[config.mk]
export PLATFORM = sky130hd
export DESIGN_NAME = mem_port_arbiter
export DESIGN_NICKNAME = d
export VERILOG_FILES = /design/src/rtl/mem_port_arbiter_pkg.sv /design/src/rtl/mem_port_arbiter_timeout_counter.sv /design/src/rtl/mem_port_arbiter.sv
export SDC_FILE = /design/constraint.sdc
export NUM_CORES = 1
export LEC_CHECK = 0
export BUFFER_PORTS_ARGS = -buffer_cell sky130_fd_sc_hd__buf_2
export CORE_UTILIZATION = 48
export DETAILED_ROUTE_END_ITERATION = 10
export HOLD_SLACK_MARGIN = 0.12
export PLACE_DENSITY = 0.82
export SYNTH_ARGS = -nofsm -noshare
export SYNTH_HDL_FRONTEND = slang
export SYNTH_SLANG_ARGS = --single-unit
[constraint.sdc]
create_clock -name clk -period 3.04 [get_ports clk]
set_clock_uncertainty 0.2 [all_clocks]
set_input_delay 0 -clock clk [delete_from_list [all_inputs] [get_ports clk]]
set_output_delay 0 -clock clk [all_outputs]
set_load 0.005 [all_outputs]
[src/rtl/mem_port_arbiter_pkg.sv]
// Shared types and default sizes for the two-requester memory port arbiter.
package mem_arb_pkg;

  localparam int DEF_ADDR_W  = 32;
  localparam int DEF_DATA_W  = 32;
  localparam int DEF_TIMEOUT = 16;

  // Arbiter FSM encoding; also visible to checkers as the top's state register.
  typedef enum logic [1:0] {
    ARB_IDLE   = 2'd0,
    ARB_BUSY_I = 2'd1,
    ARB_BUSY_D = 2'd2
  } arb_state_t;

  // Which requester received the most recent grant.
  typedef enum logic {
    GNT_INST = 1'b0,
    GNT_DATA = 1'b1
  } grant_t;

endpackage

[src/rtl/mem_port_arbiter_timeout_counter.sv]
// Busy-cycle counter that flags a memory access which has waited too long.
// The count restarts on clear and saturates at TIMEOUT so it never wraps.
module arb_timeout_counter #(
  parameter int TIMEOUT = 16
) (
  input  logic clk,
  input  logic rst,
  input  logic clear,
  input  logic enable,
  output logic expired
);

  localparam int CNT_W = $clog2(TIMEOUT + 1);

  logic [CNT_W-1:0] count;

  // Count enabled cycles since the last clear, saturating at TIMEOUT.
  always_ff @(posedge clk) begin
    if (rst || clear) begin
      count <= '0;
    end else if (enable && (count != CNT_W'(TIMEOUT))) begin
      count <= count + 1'b1;
    end
  end

  // Expiry marks the TIMEOUT-th enabled cycle, so the abort lands on that edge.
  assign expired = enable && (count == CNT_W'(TIMEOUT - 1));

endmodule

[src/rtl/mem_port_arbiter.sv]
// Shares one single-port memory between the fetch (read-only) and the
// memory-stage (read/write) requesters of the pipeline.
//
// Handshake semantics: x_req is a level held with a stable payload until the
// cycle x_ready pulses; in that ready cycle the request is not eligible, so
// the requester drops req or presents a new payload the cycle after.
// m_req is a one-cycle issue pulse; m_we/m_addr/m_wdata stay stable until the
// memory answers with m_valid (m_rdata/m_err qualified by it) or the access
// times out. m_valid outside a busy state is ignored.
module mem_port_arbiter
  import mem_arb_pkg::*;
#(
  parameter int ADDR_W  = DEF_ADDR_W,
  parameter int DATA_W  = DEF_DATA_W,
  parameter int TIMEOUT = DEF_TIMEOUT
) (
  input  logic              clk,
  input  logic              rst,
  input  logic              i_req,
  input  logic [ADDR_W-1:0] i_addr,
  output logic              i_ready,
  output logic [DATA_W-1:0] i_rdata,
  input  logic              d_req,
  input  logic              d_we,
  input  logic [ADDR_W-1:0] d_addr,
  input  logic [DATA_W-1:0] d_wdata,
  output logic              d_ready,
  output logic [DATA_W-1:0] d_rdata,
  output logic              m_req,
  output logic              m_we,
  output logic [ADDR_W-1:0] m_addr,
  output logic [DATA_W-1:0] m_wdata,
  input  logic [DATA_W-1:0] m_rdata,
  input  logic              m_valid,
  input  logic              m_err,
  output logic              stall_if,
  output logic              stall_mem,
  output logic              err
);

  arb_state_t state;
  grant_t     last_grant;

  logic i_ready_q;
  logic d_ready_q;
  logic i_elig;
  logic d_elig;
  logic grant_i;
  logic grant_d;
  logic busy;
  logic expired;
  logic done;
  logic done_i;
  logic done_d;
  logic timed_out;

  // A request seen in its own ready cycle is the held-over one; mask it.
  assign i_elig = i_req & ~i_ready_q;
  assign d_elig = d_req & ~d_ready_q;

  assign busy      = (state != ARB_IDLE);
  assign done      = busy & (m_valid | expired);
  assign done_i    = done & (state == ARB_BUSY_I);
  assign done_d    = done & (state == ARB_BUSY_D);
  assign timed_out = busy & ~m_valid & expired;

  // Round-robin grant decision, only taken from the idle state.
  always_comb begin
    grant_i = 1'b0;
    grant_d = 1'b0;
    if (state == ARB_IDLE) begin
      if (i_elig && d_elig) begin
        if (last_grant == GNT_INST) begin
          grant_d = 1'b1;
        end else begin
          grant_i = 1'b1;
        end
      end else begin
        grant_i = i_elig;
        grant_d = d_elig;
      end
    end
  end

  arb_timeout_counter #(
    .TIMEOUT (TIMEOUT)
  ) u_timeout (
    .clk     (clk),
    .rst     (rst),
    .clear   (grant_i | grant_d),
    .enable  (busy),
    .expired (expired)
  );

  // Arbiter FSM and round-robin history.
  always_ff @(posedge clk) begin
    if (rst) begin
      state      <= ARB_IDLE;
      last_grant <= GNT_INST;
    end else begin
      case (state)
        ARB_IDLE: begin
          if (grant_d) begin
            state      <= ARB_BUSY_D;
            last_grant <= GNT_DATA;
          end else if (grant_i) begin
            state      <= ARB_BUSY_I;
            last_grant <= GNT_INST;
          end
        end
        ARB_BUSY_I, ARB_BUSY_D: begin
          if (m_valid || expired) begin
            state <= ARB_IDLE;
          end
        end
        default: state <= ARB_IDLE;
      endcase
    end
  end

  // Memory-side payload: latched on grant, held while busy, zeroed on completion.
  always_ff @(posedge clk) begin
    if (rst) begin
      m_req   <= 1'b0;
      m_we    <= 1'b0;
      m_addr  <= '0;
      m_wdata <= '0;
    end else begin
      m_req <= grant_i | grant_d;
      if (grant_d) begin
        m_we    <= d_we;
        m_addr  <= d_addr;
        m_wdata <= d_wdata;
      end else if (grant_i) begin
        m_we    <= 1'b0;
        m_addr  <= i_addr;
        m_wdata <= '0;
      end else if (done) begin
        m_we    <= 1'b0;
        m_addr  <= '0;
        m_wdata <= '0;
      end
    end
  end

  // Response pulses and read data; data holds until the next ready on that side.
  always_ff @(posedge clk) begin
    if (rst) begin
      i_ready_q <= 1'b0;
      d_ready_q <= 1'b0;
      i_rdata   <= '0;
      d_rdata   <= '0;
    end else begin
      i_ready_q <= done_i;
      d_ready_q <= done_d;
      if (done_i) begin
        i_rdata <= m_valid ? m_rdata : '0;
      end
      if (done_d) begin
        d_rdata <= (m_valid && !m_we) ? m_rdata : '0;
      end
    end
  end

  // Sticky error: memory-reported error or timeout; only reset clears it.
  always_ff @(posedge clk) begin
    if (rst) begin
      err <= 1'b0;
    end else if ((busy && m_valid && m_err) || timed_out) begin
      err <= 1'b1;
    end
  end

  // Readies are suppressed while reset is asserted.
  assign i_ready   = i_ready_q & ~rst;
  assign d_ready   = d_ready_q & ~rst;
  assign stall_if  = i_req & ~i_ready;
  assign stall_mem = d_req & ~d_ready;

endmodule

==> reports/qor.yml, run 1 <==
cellLeakagePower_nw: 4.687
syn_area_per_cell_sq_um: 9.010
clk_path_buf_depth: 2
netlist_instances: 720
path_cells: "ha_1, and3_1, ha_1, buf_4, o21bai_4, buf_12, nand2_1, o32ai_1, dlygate4sd3_1"
synth_async_sr_flop_share_pct: 0
worstReg2RegStart: "u_timeout.count[0]"
synth.yosys.seq_area_share_pct: 43.51
grt_pass1_vias: 7411
synth_area_sq_um: 6487
yosys_warnings: 0
drt_pass1_iterations: 8
num_io_pins: 270
dieHeight_um: 118.3
fp.dieW_um: 118.3
postLayoutCoreUtil_pct: 74.87
max_freq_mhz: 346.6
layoutNonFillerInstCount: 1270
hp-class: "primary input to register"
detailedPlacementHpwl_um: 12280
slew_worst_pin_ps: 937.0
gp_routability_congestion: 0.8058
yosys_register_bits: 141
grt_overflow_total: 0
grt_first_pass_wirelength_um: 37030
antenna_found_initial: 1
vdd_ir_drop_max_uv: 409.2
cts_tree: "built"
syn-num-nets: 861
setup.worst_path.class: "register to register"
layout.nets: 1223
max_cap_viol: 0
routed_wire_length_per_instance_um: 18.74
antenna_left: 0
routed_wl_um: 23800
dr_total_vias: 7642
setup_violations: 0
timing.final.crit_share_pct: 94.91
crit_slowest_cell: "dlygate4sd3_1"
min-delay-start: "m_rdata[20]"
dp_cells: 1095
crit_path_start_kind: "register"
areal_power_density_over_the_cells_nw_per_um2: 618.1
number_of_cts_inserted_buffers: 17
pin_count_of_the_biggest_net_entering_global_routing: 58
min_period_ps: 2885
total_power_consumption_of_the_routed_design_mw: 6.104
yosysUniqueCellTypes: 49
timing.critical_path.slowest_cell_delay_ps: 620
routed_via_density: 6.017
clkLatencyLatePin_ps: 430
timing.setup.tns_ps: 0
worst_setup_ep_type: "register"
cpMostUsedCell: "ha_1"
status: "finished, final reports clean"
core.rowCount: 42
drc: 0
initial_core_util_pct: 49.18
timing.final.hold_violations: 0
worst_setup_path_startpoint: "u_timeout.count[0]"
worst_ep_required_time_ps: 3200
post_route_cells_drive_above_1_share_pct: 30.28
ctsRootBufferMaster: "clkbuf_16"
synth_enable_flop_cells: 0
critical_path_arrival_ps: 3050
placeableCoreArea_sq_um: 13190
timing_max_transition_violations_final: 0
clk_pin_slew_worst_paths_ps: 60
rsz0062_at_grt: "false"
area_growth_pct: 52.23
postSynth.topFlopCell: "dfxtp_1"
worst_slew_margin_rel_pct: 37.46
drtIter0Drc: 704
grtUsageTotal_pct: 33.03
ff2ff_setup_slack_ps: 150
io_buffers: 269
cts.sink_count: 141
h-tree-depth: 4
worst-path-max-fanout: 41
fp.dieArea_sq_um: 13980
[cells in the final DEF (no fill, tap or decap), types with 2 or more instances in the layout]
master	netlist	layout
nand3b_1	2	2
nor3_1	3	3
nand3_1	3	3
o311a_1	32	32
and4_1	32	32
a21oi_2	1	2
nor4_1	33	33
dfxtp_1	141	141
clkbuf_8	0	2
ha_1	6	5
bufinv_16	0	4
clkbuf_16	0	17
nor2_1	3	3
o32ai_1	33	33
nor2b_1	6	5
a22o_1	32	32
a211oi_1	2	2
clkinvlp_4	0	4
inv_2	2	2
o21ai_0	34	34
nand2b_1	3	3
inv_1	71	71
nand4_1	32	32
buf_2	34	269
buf_4	5	20
and3_1	36	36
a41oi_1	33	33
a21oi_1	35	34
nand2_1	33	33
dlygate4sd3_1	0	144
[registers in the layout, summed over array words and instances, names as in the netlist]
register         count
i_ready_q            1
i_rdata             32
d_rdata             32
err                  1
last_grant           1
state                2
m_req                1
m_addr              32
m_wdata             32
m_we                 1
u_timeout.count      5
d_ready_q            1
[through the flow]
stage	hold WS, ps	worst slack [ps]	instance area, sq um
4_1_cts	127.6	48.34	9861
3_3_place_gp	24.64	733.6	7799
2_1_floorplan	-83.06	912.1	6487
6_report	138.3	154.8	9876
3_5_place_dp	28.25	559.0	7799
5_1_grt	154.4	17.24	9876
[cell type report]
cell class	instances	area (sq um)
diodes	1	2.502
clock inverters	10	163.9
inverters	73	274.0
well taps	176	220.2
multi-input cells	415	2978
fillers	900	3314
repair buffers	434	2958
clock buffers	20	456.7
flip-flops and latches	141	2823
[worst paths after layout]
| kind | depth (start not counted) | end |
|---|---|---|
| worst max-delay path | 9 | m_wdata[7] |
| worst min-delay path | 3 | i_rdata[20] |
| worst max register to register | 9 | m_wdata[7] |
| worst min register to register | 2 | m_wdata[30] |
[kinds of logic after synthesis]
family,count (synthesis),synth area share [%]
AO/OA/AOI/OAI,211,25.00
XOR/XNOR,1,0.1350
adder cells (fa/ha/maj),6,1.157
buffers and inverters,164,10.90
flip-flops,141,43.51
multiplexers,1,0.1736
AND/OR/NAND/NOR,196,19.13
[per-layer routing]
| layer | up-vias | GRT usage, % | part of all wire (%) |
|---|---|---|---|
| met5 | - | 0 | 0 |
| met4 | 0 | 20.59 | 5.5 |
| met3 | 112 | 7.625 | 7.6 |
| met2 | 468 | 56.21 | 49 |
| met1 | 3585 | 37.32 | 38 |
| li1 | 3477 | - | - |
[cell usage after synthesis (4+ instances only)]
cell | number | area [sq um]
a21oi_1 | 35 | 175.2
a22o_1 | 32 | 280.3
a41oi_1 | 33 | 289.0
and3_1 | 36 | 225.2
and4_1 | 32 | 280.3
buf_1 | 9 | 33.78
buf_2 | 34 | 170.2
buf_4 | 5 | 37.54
buf_6 | 4 | 45.04
clkbuf_1 | 39 | 146.4
dfxtp_1 | 141 | 2823
ha_1 | 6 | 75.07
inv_1 | 71 | 266.5
nand2_1 | 33 | 123.9
nand4_1 | 32 | 200.2
nor2b_1 | 6 | 37.54
nor4_1 | 33 | 206.5
o21ai_0 | 34 | 170.2
o311a_1 | 32 | 320.3
o32ai_1 | 33 | 289.0
[worst max-delay path, delay by kind of cell, from the launching register on]
family | cells | cell delay (ps)
and+or+nand+nor | 2 | 270
AOI/OAI and AO/OA | 2 | 450
DFF | 1 | 330
buffers and inverters | 3 | 1060
adders and majority gates | 2 | 490
[where the power goes]
group	total, mW	leakage (nW)	internal (mW)	switching [mW]
registers	2.15	1.15	2.03	0.123
logic	1.75	3.25	0.789	0.961
clock network	2.20	0.291	1.41	0.793
[repair_timing]
| action | CTS | global route |
|---|---|---|
| hold buffers | 144 | 0 |
| buffers inserted | 0 | 0 |
| resized for setup | 0 | 3 |
| endpoints found under the setup margin | 0 | 11 |
| endpoints found under the hold margin | 140 | 0 |
(Power assumes the default switching activity.)
==> inputs of run 2 (changes only) <==
--- a/config.mk
+++ b/config.mk
@@ -6,7 +6,10 @@
 export NUM_CORES = 1
 export LEC_CHECK = 0
 export BUFFER_PORTS_ARGS = -buffer_cell sky130_fd_sc_hd__buf_2
-export CORE_UTILIZATION = 48
+export CELL_PAD_IN_SITES_DETAIL_PLACEMENT = 0
+export CELL_PAD_IN_SITES_GLOBAL_PLACEMENT = 1
+export CORE_UTILIZATION = 35
+export CTS_CLUSTER_DIAMETER = 100
 export DETAILED_ROUTE_END_ITERATION = 10
 export HOLD_SLACK_MARGIN = 0.12
 export PLACE_DENSITY = 0.82
==> constraint.sdc (replaced) <==
create_clock -name clk -period 3.04 [get_ports clk]
set_clock_uncertainty 0.2 [all_clocks]
set_input_delay 0 -clock clk [delete_from_list [all_inputs] [get_ports clk]]
set_output_delay 0 -clock clk [all_outputs]
set_load 0.01 [all_outputs]
==> reports/qor.yml, run 2 (synthesized netlist as in run 1, its figures left out) <==
postLayoutCoreUtil_pct: 54.62  # -20 points
slew_worst_pin_ps: 1057  # +119.9 ps
clk_pin_slew_worst_paths_ps: 70  # about the same
worstReg2RegStart: "u_timeout.count[1]"
drtIter0Drc: 486  # -31%
drc: 34  # +34
status: "finished with violations"
worst_setup_ep_type: "register"
clkLatencyLatePin_ps: 430  # about the same
io_buffers: 269  # unchanged
dp_cells: 1146  # +4.7%
post_route_cells_drive_above_1_share_pct: 30.73  # +0.44 points
grtUsageTotal_pct: 23.60  # -9.4 points
failed_checks: "DRC"
setup.worst_path.class: "register to register"
cellInternalPower_mw: 3.985  # -5.7%
worst-path-max-fanout: 32  # -22%
antenna_left: 0  # unchanged
areal_power_density_over_the_cells_nw_per_um2: 613.9  # -0.68%
number_of_cts_inserted_buffers: 17  # unchanged
fp.dieW_um: 138.1  # +17%
pin_count_of_the_biggest_net_entering_global_routing: 79  # +36%
crit_path_start_kind: "register"
cts.sink_count: 141  # unchanged
end_of_the_worst_register_to_register_path: "m_addr[17]"
cellLeakagePower_nw: 4.633  # -1.2%
num_io_pins: 270  # unchanged
grt_overflow_total: 0  # unchanged
min_period_ps: 2846  # -39.48 ps
drt_pass1_iterations: 7  # -1
max_cap_viol: 0  # unchanged
fin_worst_setup_slack_ps: 194.3  # +39.48 ps
routed_wl_um: 22640  # -4.9%
p_clk_share_pct: 35.0  # -1.0 points
setup_violations: 0  # unchanged
fin_area_sq_um: 9879  # about the same
clk_path_buf_depth: 2  # unchanged
layout_commonest_cell: "buf_2"
final.hold.worst_slack_ps: 132.2  # -6.057 ps
ctsRootBufferMaster: "clkbuf_16"
dp_worst_setup_slack_ps: 409.3  # -149.7 ps
rsz0062_at_grt: "false"
worst_ep_required_time_ps: 3150  # -50 ps
antenna_found_initial: 1  # unchanged
dieHeight_um: 138.1  # +17%
total_power_consumption_of_the_routed_design_mw: 6.065  # -0.64%
timing_max_transition_violations_final: 0  # unchanged
routed_via_density: 5.403  # -10%
timing.setup.tns_ps: 0  # unchanged
fillers: 1638  # +82%
layoutNonFillerInstCount: 1317  # +3.7%
detailedPlacementHpwl_um: 13480  # +9.7%
dpl_cell_area_sq_um: 7885  # +1.1%
mostFrequentLayoutCells: "buf_2 (269), dfxtp_1 (141), dlygate4sd3_1 (138), inv_1 (71), and3_1 (36)"
netSwitchingFraction_pct: 34.30  # +3.5 points
power.switching_mw: 2.080  # +11%
sequential_share_of_power_pct: 35.4  # about the same
grt_pass1_vias: 7219  # -2.6%
worst_slew_margin_rel_pct: 29.54  # -7.9 points
worst_r2r_path_depth: 8  # -1
cts_tree: "built"
layout.nets: 1215  # -0.65%
critical_path_arrival_ps: 2960  # -90 ps
initial_core_util_pct: 35.87  # -13 points
timing.final.hold_violations: 0  # unchanged
max_freq_mhz: 351.4  # +1.4%
hp-class: "primary input to register"
h-tree-depth: 4  # unchanged
fp.dieArea_sq_um: 19080  # +36%
timing.final.crit_share_pct: 93.61  # -1.3 points
core.rowCount: 49  # +17%
vdd_ir_drop_max_uv: 400.0  # -2.2%
grt_first_pass_wirelength_um: 36670  # -0.99%
dr_total_vias: 7116  # -6.9%
area_growth_pct: 52.29  # about the same
placeableCoreArea_sq_um: 18090  # +37%
hold_depth: 3  # unchanged
ff2ff_setup_slack_ps: 190  # +40 ps
share_comb_of_total_power_pct: 29.5  # +0.8 points
routed_wire_length_per_instance_um: 17.19  # -8.3%
gp_routability_congestion: 0.7634  # -5.3%
worst_hold_path_ep: "i_rdata[23]"
min-delay-start: "m_rdata[23]"
-- run 2: repair_timing --
item,in CTS,in global routing
endpoints found under the setup margin,0,15
hold buffers,138,0
buffers inserted,0,0
resized for setup,0,1
endpoints found under the hold margin,138,0
-- run 2: power by group through the flow --
stage	sequential, mW	combinational (mW)	clock [mW]
6_report	2.15	1.79	2.13
5_1_grt	2.17	1.95	2.24
4_1_cts	2.15	1.76	2.16
3_5_place_dp	2.19	1.53	0
3_3_place_gp	2.18	1.52	0
2_1_floorplan	2.25	0.946	0
-- run 2: critical path, stage by stage, from the launching register on --
cell and delay (ps):
dfxtp_1 380, ha_1 200, and3_1 210, ha_4 240
nor3_1 80, a31o_1 190, buf_4 250, o311a_1 390
dlygate4sd3_1 580
-- run 2: worst max-delay path by stage --
stage,endpoint,cells past startpoint,start
global route,m_addr[17],8,u_timeout.count[0]
finish,m_addr[17],8,u_timeout.count[1]
detailed placement,state[1],6,state[0]
global placement,state[1],6,state[0]
floorplan,i_rdata[10],9,u_timeout.count[0]
CTS,m_addr[28],8,u_timeout.count[1]
-- run 2: area by class of cell --
type                            count  area (sq um)  area share (%)
Multi-Input combinational cell    415          3010           30.47
Timing Repair Buffer              426          2883           29.18
Clock inverter                     15         175.2           1.773
Antenna cell                        1         2.502         0.02533
Tap cell                          229         286.5           2.900
Inverter                           73         274.0           2.774
Sequential cell                   141          2823           28.57
Clock buffer                       17         425.4           4.306
-- run 2: layer usage --
metal / track usage, % / up-vias / share of wire [%]
li1: - / 3453 / -
met1: 29.70 / 3373 / 45
met2: 39.23 / 254 / 47
met3: 5.230 / 36 / 6.2
met4: 9.462 / 0 / 2.4
met5: 0 / - / 0
==> inputs of run 3 (changes only) <==
--- a/config.mk
+++ b/config.mk
@@ -5,14 +5,16 @@
 export SDC_FILE = /design/constraint.sdc
 export NUM_CORES = 1
 export LEC_CHECK = 0
+export ABC_AREA = 1
 export BUFFER_PORTS_ARGS = -buffer_cell sky130_fd_sc_hd__buf_2
 export CELL_PAD_IN_SITES_DETAIL_PLACEMENT = 0
 export CELL_PAD_IN_SITES_GLOBAL_PLACEMENT = 1
-export CORE_UTILIZATION = 35
+export CORE_UTILIZATION = 32
 export CTS_CLUSTER_DIAMETER = 100
 export DETAILED_ROUTE_END_ITERATION = 10
 export HOLD_SLACK_MARGIN = 0.12
-export PLACE_DENSITY = 0.82
+export PLACE_DENSITY = 0.76
 export SYNTH_ARGS = -nofsm -noshare
 export SYNTH_HDL_FRONTEND = slang
 export SYNTH_SLANG_ARGS = --single-unit
+export TNS_END_PERCENT = 1
==> reports/qor.yml, run 3 <==
gp_routability_congestion: 0.7767  # +1.7%
detailedPlacementHpwl_um: 12920  # -4.2%
routed_wire_length_per_instance_um: 14.67  # -15%
netlist.area_leader.share_pct: 46.31  # +2.8 points
clk_pin_slew_worst_paths_ps: 70  # about the same
pin_count_of_the_biggest_net_entering_global_routing: 67  # -15%
worst-path-max-fanout: 65  # +100%
synth_async_sr_flop_share_pct: 0  # unchanged
drc: 0  # -100%
dr_total_vias: 7193  # +1.1%
routed_via_density: 4.770  # -12%
placeableCoreArea_sq_um: 18710  # +3.4%
num_io_pins: 270  # unchanged
layoutNonFillerInstCount: 1508  # +15%
ctsRootBufferMaster: "clkbuf_16"
clk_path_buf_depth: 2  # unchanged
yosys-top-cells-count: "nand2_1 (186), dfxtp_1 (141), nor2_1 (103)"
yosys_warnings: 0  # unchanged
mostFrequentLayoutCells: "buf_2 (269), nand2_1 (186), dlygate4sd3_1 (180), dfxtp_1 (141), nor2_1 (102)"
total_power_consumption_of_the_routed_design_mw: 5.491  # -9.5%
routed_wl_um: 22120  # -2.3%
postSynth.topFlopCell: "dfxtp_1"
critPathBufInv: 2  # unchanged
cts_tree: "built"
status: "finished, final reports clean"
layout.nets: 1401  # +15%
cpMostUsedCell: "ha_1"
worst_slew_margin_rel_pct: 49.93  # +20 points
most_frequent_cell_after_synthesis: "nand2_1"
fp.dieArea_sq_um: 19610  # +2.7%
timing.critical_path.slowest_cell_delay_ps: 560  # -20 ps
syn-num-nets: 987  # +15%
initial_core_util_pct: 32.59  # -3.3 points
vdd_ir_drop_max_uv: 399.3  # -0.18%
yosys.area.top_type: "dfxtp_1"
timing.final.hold_violations: 0  # unchanged
h-tree-depth: 4  # unchanged
drt_pass1_iterations: 4  # -3
syn_area_per_cell_sq_um: 7.205  # -20%
fp.dieW_um: 140.0  # +1.4%
synth_area_sq_um: 6096  # -6.0%
timing.setup.tns_ps: 0  # unchanged
max_freq_mhz: 364.4  # +3.7%
worst_ep_required_time_ps: 3200  # +50 ps
post_route_cells_drive_above_1_share_pct: 26.16  # -4.6 points
cts.sink_count: 141  # unchanged
grtUsageTotal_pct: 22.78  # -0.82 points
max_cap_viol: 0  # unchanged
synth.yosys.seq_area_share_pct: 46.31  # +2.8 points
core.rowCount: 50  # +2.0%
grt_overflow_total: 0  # unchanged
timing_max_transition_violations_final: 0  # unchanged
clkLatencyLatePin_ps: 420  # about the same
synth_area_leaders: "dfxtp_1 (46%), nand2_1 (11%), nand4_1 (6.7%), nor2_1 (6.3%), nand3_1 (6.3%)"
synth_enable_flop_cells: 0  # unchanged
io_buffers: 269  # unchanged
seqCellArea_sq_um: 2823  # unchanged
path_cells: "ha_1, nand2_1, nor2_1, ha_1, o21ai_4, buf_6, nand4_1, a21oi_1, dlygate4sd3_1"
yosys_register_bits: 141  # unchanged
dp_cells: 1295  # +13%
yosysUniqueCellTypes: 22  # -55%
cellLeakagePower_nw: 4.980  # +7.5%
total_area_of_multi_input_combinational_cells_sq_um: 2718  # -9.7%
number_of_cts_inserted_buffers: 17  # unchanged
postCtsSetupRepairBufs: 0  # unchanged
grt_pass1_vias: 7321  # +1.4%
dp_worst_setup_slack_ps: 740.1  # +330.8 ps
path_delay_family: "buffers and inverters"
critical_path_arrival_ps: 2910  # -50 ps
grt_first_pass_wirelength_um: 35910  # -2.1%
dieHeight_um: 140.0  # +1.4%
antenna_found_initial: 1  # unchanged
fillers: 1823  # +11%
setup.worst_path.class: "register to register"
area_growth_pct: 62.97
layout_commonest_cell: "buf_2"
rsz0062_at_grt: "false"
areal_power_density_over_the_cells_nw_per_um2: 552.7  # -10%
timing.final.crit_share_pct: 90.27  # -3.3 points
crit_path_start_kind: "register"
hp-class: "primary input to register"
min_period_ps: 2744  # -101.4 ps
antenna_left: 0  # unchanged
worst_setup_ep_type: "register"
fin_worst_setup_slack_ps: 295.7  # +101.4 ps
slew_worst_pin_ps: 751.1  # -305.8 ps
crit_slowest_cell: "dlygate4sd3_1"
drtIter0Drc: 360  # -26%
setup_violations: 0  # unchanged
netlist_instances: 846  # +18%
run 3: cell types whose count changed after synthesis, sizes merged, moves of 20 or more:
| cell | previous run | this run |
|---|---|---|
| nand2 | 33 | 189 |
| nor2 | 3 | 106 |
| nand3 | 4 | 78 |
| a21oi | 36 | 73 |
| and3 | 36 | 0 |
| a41oi | 33 | 0 |
| and4 | 33 | 0 |
| nand4 | 32 | 65 |
| nor4 | 33 | 0 |
| o32ai | 33 | 0 |
| a22o | 32 | 0 |
| o311a | 32 | 0 |
| o21ai | 34 | 63 |
| inv | 73 | 53 |
run 3: per-stage QoR:
stage	utilization (%)	hold slack [ps]	instance area [sq um]
3_5_place_dp	40.19	60.26	7518
3_3_place_gp	40.19	58.17	7518
2_1_floorplan	-	-112.9	6096
4_1_cts	53.08	166.9	9928
6_report	53.11	187.9	9935
5_1_grt	53.11	212.2	9935
run 3: final cells by class:
cell class,count,share of cell area (%)
Clock buffer,19,4.559
Inverter,53,2.003
Timing Repair Buffer,466,33.14
Multi-Input combinational cell,581,27.36
Clock inverter,13,1.562
Sequential cell,141,28.41
Tap cell,234,2.947
Antenna cell,1,0.02519
run 3: repair_timing:
item                                   CTS  global route
hold buffers                           180             0
resized for setup                        0             1
endpoints found under the hold margin  136             0
setup endpoints to repair                0             6
run 3: power by group:
part / switching [mW] / internal, mW
sequential: 0.0689 / 1.99
clock: 0.861 / 1.27
combinational: 0.722 / 0.581
total: 1.65 / 3.84
run 3: final timing paths:
check                                   startpoint          end  slack (ps)  cells after the start
worst min register to register         d_rdata[11]  d_rdata[11]         270                      2
worst max register to register  u_timeout.count[0]   m_wdata[2]         300                      9
worst max-delay path            u_timeout.count[0]   m_wdata[2]         300                      9
worst min-delay path                   m_rdata[22]  d_rdata[22]         190                      4
run 3: tightest hold or removal path: cells and delay by family:
kind,cells,cell delay (ps)
and+or+nand+nor,1,90
AOI/OAI and AO/OA,1,60
buffers and inverters,2,620
run 3: cells by family after synthesis:
logic type,after synthesis,synth area share (%)
compound gates,136,11.23
flops,141,46.31
simple gates,438,31.81
fa+ha+maj,6,1.231
buf+inv,124,9.277
xor+xnor,1,0.1437
run 3: routing by layer:
metal	global-route usage, %	vias up	part of all wire (%)
met5	0	-	0
met3	6.393	46	7.2
met4	10.41	0	3.0
li1	-	3623	-
met1	26.87	3250	43
met2	38.37	274	47
